$ cat src/rtl/mem_sa_dbuf.sv
// Per-subaddress double-buffered message store: the protocol side fills a shadow bank
// and commits atomically, the host side reads the last committed message from the active bank.
module mem_sa_dbuf #(
  parameter int DATA_WIDTH = 16,
  parameter int ADDR_WIDTH = 5,
  parameter int CH_WIDTH   = 2
) (
  input  logic                  clk,
  input  logic                  rst,
  input  logic [CH_WIDTH-1:0]   wr_ch,
  input  logic                  wr_start,
  input  logic                  wr_en,
  input  logic [DATA_WIDTH-1:0] wr_data,
  input  logic                  wr_commit,
  input  logic                  wr_abort,
  output logic                  wr_busy,
  output logic                  wr_err,
  input  logic [CH_WIDTH-1:0]   rd_ch,
  input  logic [ADDR_WIDTH-1:0] rd_addr,
  input  logic                  rd_en,
  output logic [DATA_WIDTH-1:0] rd_data,
  output logic                  rd_valid,
  output logic [ADDR_WIDTH:0]   rd_count,
  output logic                  rd_new,
  output logic                  rd_lost,
  input  logic                  rd_ack
);

  localparam int NCH   = 2**CH_WIDTH;
  localparam int DEPTH = 2**(CH_WIDTH+1+ADDR_WIDTH);

  typedef enum logic {IDLE, FILL} state_t;

  state_t state, state_nxt;

  logic [DATA_WIDTH-1:0] mem [DEPTH];

  logic [CH_WIDTH-1:0]   wch;
  logic [ADDR_WIDTH:0]   wptr;
  logic                  ovf;

  logic [NCH-1:0]        act_bank;
  logic [NCH-1:0]        newf;
  logic [NCH-1:0]        lost;
  logic [ADDR_WIDTH:0]   count [NCH];

  logic filling, accept, ovf_now, end_commit, commit_ok, commit_bad;
  logic [CH_WIDTH+ADDR_WIDTH:0] wr_addr_full, rd_addr_full;
  logic [ADDR_WIDTH:0]          commit_cnt;

  // wptr MSB set means the bank is full, so further words overflow
  assign filling      = (state == FILL);
  assign accept       = filling & wr_en & ~wptr[ADDR_WIDTH];
  assign ovf_now      = filling & wr_en &  wptr[ADDR_WIDTH];
  assign end_commit   = filling & wr_commit & ~wr_abort;
  assign commit_ok    = end_commit & ~ovf & ~ovf_now;
  assign commit_bad   = end_commit & (ovf | ovf_now);
  assign commit_cnt   = wptr + {{ADDR_WIDTH{1'b0}}, accept};
  assign wr_addr_full = {wch, ~act_bank[wch], wptr[ADDR_WIDTH-1:0]};
  assign rd_addr_full = {rd_ch, act_bank[rd_ch], rd_addr};

  assign rd_count = count[rd_ch];
  assign rd_new   = newf[rd_ch];
  assign rd_lost  = lost[rd_ch];

  always_ff @(posedge clk or posedge rst) begin
    if (rst) state <= IDLE;
    else     state <= state_nxt;
  end

  always_comb begin
    state_nxt = state;
    case (state)
      IDLE: if (wr_start) state_nxt = FILL;
      FILL: if (wr_abort || wr_commit) state_nxt = IDLE;
      default: state_nxt = IDLE;
    endcase
  end

  always_comb begin
    wr_busy = (state == FILL);
  end

  always_ff @(posedge clk or posedge rst) begin
    if (rst) begin
      wch    <= '0;
      wptr   <= '0;
      ovf    <= 1'b0;
      wr_err <= 1'b0;
    end else begin
      wr_err <= commit_bad;
      if (state == IDLE && wr_start) begin
        wch  <= wr_ch;
        wptr <= '0;
        ovf  <= 1'b0;
      end else begin
        if (accept)  wptr <= wptr + {{ADDR_WIDTH{1'b0}}, 1'b1};
        if (ovf_now) ovf  <= 1'b1;
      end
    end
  end

  // A commit and an ack on the same channel in one cycle leave the new message pending but not lost
  always_ff @(posedge clk or posedge rst) begin
    if (rst) begin
      act_bank <= '0;
      newf     <= '0;
      lost     <= '0;
      for (int i = 0; i < NCH; i++) count[i] <= '0;
    end else begin
      for (int i = 0; i < NCH; i++) begin
        if (commit_ok && wch == CH_WIDTH'(i)) begin
          act_bank[i] <= ~act_bank[i];
          count[i]    <= commit_cnt;
          newf[i]     <= 1'b1;
          lost[i]     <= (rd_ack && rd_ch == CH_WIDTH'(i)) ? 1'b0 : (lost[i] | newf[i]);
        end else if (rd_ack && rd_ch == CH_WIDTH'(i)) begin
          newf[i] <= 1'b0;
          lost[i] <= 1'b0;
        end
      end
    end
  end

  always_ff @(posedge clk) begin
    if (accept) mem[wr_addr_full] <= wr_data;
  end

  always_ff @(posedge clk or posedge rst) begin
    if (rst) begin
      rd_data  <= '0;
      rd_valid <= 1'b0;
    end else begin
      rd_valid <= rd_en;
      if (rd_en) rd_data <= mem[rd_addr_full];
    end
  end

endmodule

$ cat config.mk
export PLATFORM = sky130hd
export DESIGN_NAME = mem_sa_dbuf
export DESIGN_NICKNAME = d
export VERILOG_FILES = /design/src/rtl/mem_sa_dbuf.sv
export SDC_FILE = /design/constraint.sdc
export NUM_CORES = 2
export LEC_CHECK = 0
export CORE_ASPECT_RATIO = 1.5
export CORE_UTILIZATION = 60
export CTS_CLUSTER_DIAMETER = 50
export DETAILED_ROUTE_END_ITERATION = 8
export PLACE_DENSITY = 0.76
export SYNTH_ARGS = -nofsm -noshare
export SYNTH_HDL_FRONTEND = slang
export SYNTH_SLANG_ARGS = --single-unit
$ cat constraint.sdc
create_clock -name clk -period 5.1 [get_ports clk]
set_clock_uncertainty 0.15 [all_clocks]
set_input_delay 0.51 -clock clk [delete_from_list [all_inputs] [get_ports clk]]
set_output_delay 0.51 -clock clk [all_outputs]
set_load 0.03 [all_outputs]
* Yosys cells after proc, flatten, opt, wreduce, memory -nomap -nowiden *
Memory sizes are Yosys's and may differ from the RTL's. A register that Yosys moved wholly into a read port is not among the register bits.
Index checks and enable logic that the tools add are counted.

word-level totals
  register bits after elaboration = 48
  memory bits (writable) = 4096
  input bits = 33
  output and inout bits = 27
  word-level logic and storage cells = 112
  memories = 1

memories
  name  depth  width  rd ports  clocked after memory_dff  wr ports  line  text
  mem   256    16     1         1                         1         36    logic [DATA_WIDTH-1:0] mem [DEPTH];

cells by class
  add/sub/neg operators = 2
  $lt $le $gt $ge = 3
  eq/ne operators = 6
  multiplexer cells = 36
  bitwise operators = 24
  reductions and logical operators = 18

operator list
  operator                                                  count
  2-to-1 mux 1 bit                                          26
  2-to-1 mux 6 bit                                          4
  binary-select mux 6 bit (select 2 bit)                    1
  nonzero test 2 bit                                        6
  NOT 1 bit                                                 10
  logical AND 1 bit                                         9
  AND 1 bit                                                 8
  binary-select mux 1 bit (select 2 bit)                    4
  == test 2 bit, second input constant                      4
  adder 6 x 1 -> 6 bit                                      1
  adder 6 x 1 -> 6 bit, second input constant               1
  < comparator 2 x 3 -> 1 bit, second input constant        2
  OR 1 bit                                                  5
  == test 2 x 1 -> 1 bit, second input constant             2
  zero test 2 bit                                           2
  greater-or-equal comparator 3 bit, second input constant  1
  NOT 2 -> 3 bit                                            1
  case mux 1 bit (2 select lines)                           1
  logical OR 1 bit                                          1

* Longest topological paths before layout *
  depth after elaboration = 6
  mapped depth = 13
  gate-level depth less buffers = 7

* Least setup slack after synthesis *
Ideal clock, no wire load.

  path type = register -> register
  start = reg state, in the netlist wr_busy
  end = mem mem[116][0] (enable)
  library setup time = 0.389 ns
  arrival = 2.521 ns
  required time = 4.561 ns
  path slack = 2.040 ns
  stages on the path, launching flop included = 7
  path buffers = 2
  period minus slack after synthesis = 3.060 ns
  cells stage by stage = dfrtp_1 nand2_1 nor2_1 clkbuf_1 nand3_1 clkbuf_1 nor2_1

on the way
  longest elaborated chain between the ends = 4

RTL lines
  item                                    line  text
  from (decl)                             34    state_t state, state_nxt;
  from (signal assigned)                  68    else state <= state_nxt;
  AND 1 bit (2 in a row)                  53    assign accept = filling & wr_en & ~wptr[ADDR_WIDTH];
  2-to-1 mux 1 bit                        126   if (accept) mem[wr_addr_full] <= wr_data;
  2-to-1 mux 1 bit (not written as such)  126
  to (decl)                               36

Every way passes these cells.

* Worst setup path in the final report *
  start = reg act_bank[3]
  end = reg rd_data[0], read port of mem

on the way
  longest elaborated chain between the ends = 2

RTL lines
  item                                    line  text
  from (decl)                             42    logic [NCH-1:0] act_bank;
  from (signal, indexed assignment)       113   act_bank[i] <= ~act_bank[i];
  binary-select mux 1 bit (select 2 bit)  60    assign rd_addr_full = {rd_ch, act_bank[rd_ch], rd_addr};
  2-to-1 mux 1 bit (not written as such)  60
  to (decl)                               21    output logic [DATA_WIDTH-1:0] rd_data,

Every way passes these cells. The select of a mux whose other input is x is not followed.
A chain may end at the register's enable or synchronous reset.

==> qor.txt <==
placed cell areas - 0.167 sq mm
synthesized area per cell - 21.6 sq um
share of flip-flops with an asynchronous set or reset - 0.0154
compound-gate portion of the synthesized area - 0.0312
leakage - 56.7 nW
RSZ-0062 raised after global routing - false
Simple-Gate Fraction of Synth Area - 0.0218
layout cells sized above 1 - 0.251
Psw - 15.7 mW
violation count after the first detailed-route iteration - 12000
Final Cycle Share - 0.864
# clock sinks - 4160
DR vias - 82200
Period minus WS final - 4.40 ns
Tot Pwr - 70.6 mW
Setup WS post-layout - 0.696 ns
post-route setup TNS - 0 ns
top-area cell type share of the netlist area - 0.769
Synth Flop Type - edfxtp_1
starting density of the core - 0.605
vias per inst - 7.02
Post-synth EDFFs - 4096
first-pass GRT wire length - 608000 microns
P&R area growth vs syn - 11.9%
Min-Delay Path Class - in -> reg
Ports - 60
antenna-violating nets left - 0
worst slew pin tran - 1.35 ns
CTS clock-pin slew for the worst setup and hold paths - 0.07 ns
Post-Synth XOR/XNOR Area - 0.000657
synthesized-area fraction occupied by adder cells - 0.000469
PwrDens - 394 mW/mm^2
vias in the first global route - 82700
largest cells by area after synthesis - edfxtp_1 (77%), mux4_2 (13%), mux2i_1 (1.9%), dfrtp_1 (1.0%), nor2_1 (0.75%)
DIE HEIGHT - 634 microns
CTS resizes - 0
Comb pwr share - 0.069
row count - 231
CTS tree - done
worst-case clock buffer depth - 4
grt ovf - 0
Final setup viols - 0
initial antenna violation count - 26
core area - 0.264 sq mm
DRC - 12
worst vdd ir - 0.292 mV
root buffer cell - clkbuf_16
Clk pwr share - 0.393
Sw Share - 0.222
Req. time, crit path - 5.79 ns
crit end category - flop
status - complete, but fails checks
drt total wl - 431000 microns
Fmax - 0.227 GHz
Final Cell Area - 0.179 sq mm
Int Power - 54.9 mW
H-tree Lvls - 5
syn_nets - 7446
kind of critical path - reg -> reg
DR WL/cell - 36.8 microns
synth unique cells - 64
GRT Resource Usage Total - 0.323
Seq/Total Area, Yosys - 0.779
#FFs+latches synth - 4160
Fill cells - 15700
Syn Inst Count - 7407
main combinational cell family by area after synthesis - multiplexers
Syn. warnings - 0
Seq pwr share - 0.538
Slew headroom - 0.0945
Die Wd - 424 microns
IO buf count - 59
die area - 0.269 sq mm
Worst Setup Start Kind - flop
Placer Congestion - 1.00
fin. max-slew vios - 0
DRT Pass-1 Iters - 9
largest net degree at the start of global routing - 145
HPWL after DPL - 263000 microns
mux contribution to synthesized area - 0.151
max cap viols - 0
# nets final - 7948
failing checks - DRC
TritonCTS Buffers - 360
mapped cell area - 0.160 sq mm
worst-path fanout max - 6
endpoints failing hold - 0
clk_lat worst skew - 0.94 ns
area leader, netlist - edfxtp_1
Worst Path Arrival - 5.09 ns
DP Worst Slack - 0.0745 ns
## worst max-delay path: stages (launching register included)
cell	delay [ns]
dfrtp_1	0.46
mux2i_1	0.20
nand3_1	0.43
buf_4	0.23
a211oi_1	0.09
nor4_1	0.70
nand4_1	0.55
nor3_1	1.22
o32a_1	0.26
## Yosys cell counts, types with 48 or more instances
master,instances
mux2i_1,307
o221ai_1,92
clkbuf_1,199
mux4_2,908
buf_2,84
a211oi_1,56
a21oi_1,111
o22ai_1,161
dfrtp_1,64
mux2_2,61
a22oi_1,119
nand2_1,170
o21ai_0,85
nor2_1,321
nor4_1,48
edfxtp_1,4096
buf_4,79
buf_6,50
nand3_1,74
## per-layer routing
layer	GRT usage	part of all wire	wire [microns]
met3	0.0582	0.10	44500
met1	0.387	0.31	136000
met2	0.542	0.50	217000
met4	0.207	0.078	33800
met5	0	0.00016	67
## repair_timing
| action | CTS | global route |
|---|---|---|
| hold buffers | 10 | 0 |
| endpoints found under the hold margin | 343 | 0 |
| setup buffers | 0 | 0 |
## power by group through the flow
stage / logic (mW) / clock network (mW) / registers [mW]
2_1_floorplan: 2.30 / 0 / 38.6
5_1_grt: 4.99 / 29.1 / 37.9
3_3_place_gp: 4.66 / 0 / 38.7
4_1_cts: 4.80 / 27.9 / 37.9
3_5_place_dp: 4.75 / 0 / 38.7
6_report: 4.89 / 27.7 / 38.0
## sequential cells by signal, indices dropped and copies added, names as in the netlist
register,count
mem,4096
count,24
rd_data,16
wptr,6
act_bank,4
lost,4
newf,4
wch,2
ovf,1
rd_valid,1
wr_busy,1
wr_err,1
## kinds of logic after synthesis
| kind of cell | Yosys count |
|---|---|
| fa+ha+maj | 6 |
| simple gates | 771 |
| flops | 4160 |
| buf+inv | 450 |
| xor+xnor | 12 |
| mux | 1276 |
| compound gates | 732 |
## through the flow
| stage | hold slack (ns) | util | cells |
|---|---|---|---|
| 6_report | 0.0648 | 0.677 | 11700 |
| 5_1_grt | 0.0515 | 0.677 | 11700 |
| 4_1_cts | 0.00886 | 0.677 | 11700 |
| 3_5_place_dp | 0.326 | 0.632 | 11000 |
| 3_3_place_gp | 0.302 | 0.632 | 11000 |
| 2_1_floorplan | 0.291 | - | 7407 |
## area by class of cell
cell class / count / area, sq um / share of cell area
Clock buffer: 420 / 9480 / 0.0529
Sequential cell: 4160 / 125000 / 0.696
Multi-Input combinational cell: 2797 / 33000 / 0.184
Antenna cell: 16 / 40.0 / 0.000224
Tap cell: 3495 / 4370 / 0.0244
Timing Repair Buffer: 578 / 5200 / 0.0290
Inverter: 12 / 48.8 / 0.000273
Clock inverter: 229 / 2310 / 0.0129
## cell usage in the layout, fill, tap and decap left out, types with 9 or more instances in the layout
cell type        count
edfxtp_1          4096
mux4_2             908
buf_4              463
clkbuf_16          371
mux2i_1            307
nor2_1             307
nand2_1            167
o22ai_1            161
a22oi_1            119
a21oi_1            111
o221ai_1            92
clkinv_1            91
o21ai_0             85
dfrtp_1             64
nand3_1             62
mux2_2              61
clkinv_2            59
a211oi_1            54
nor4_1              48
clkbuf_1            48
buf_12              48
bufinv_16           45
clkdlybuf4s50_1     36
and2_1              35
nor3_1              33
nand4_1             30
a31oi_1             25
nor2b_1             19
a221oi_1            19
diode_2             16
clkinvlp_4          16
nor2_2              13
buf_8               13
a22o_1              12
nand3_2             12
dlygate4sd3_1       10
o22a_1               9
inv_6                9
## path summary, 6_finish.rpt
| check | endpoint | cells past startpoint | from | slack [ns] |
|---|---|---|---|---|
| worst max-delay path | rd_data[0]$_DFFE_PP0P_ | 8 | act_bank[3]$_DFFE_PP0P_ | 0.70 |
| worst min-delay path | mem[31][0]$_DFFE_PP_ | 1 | wr_data[0] | 0.06 |
| worst max register to register | rd_data[0]$_DFFE_PP0P_ | 8 | act_bank[3]$_DFFE_PP0P_ | 0.70 |
| worst min register to register | count[10]$_DFFE_PP0P_ | 2 | count[10]$_DFFE_PP0P_ | 0.33 |
| max in group asynchronous | rd_data[14]$_DFFE_PP0P_ | 4 | rst | 3.18 |
| min in group asynchronous | wr_err$_DFF_PP0_ | 3 | rst | 0.54 |
No activity file was read; power rests on OpenSTA's default activity.
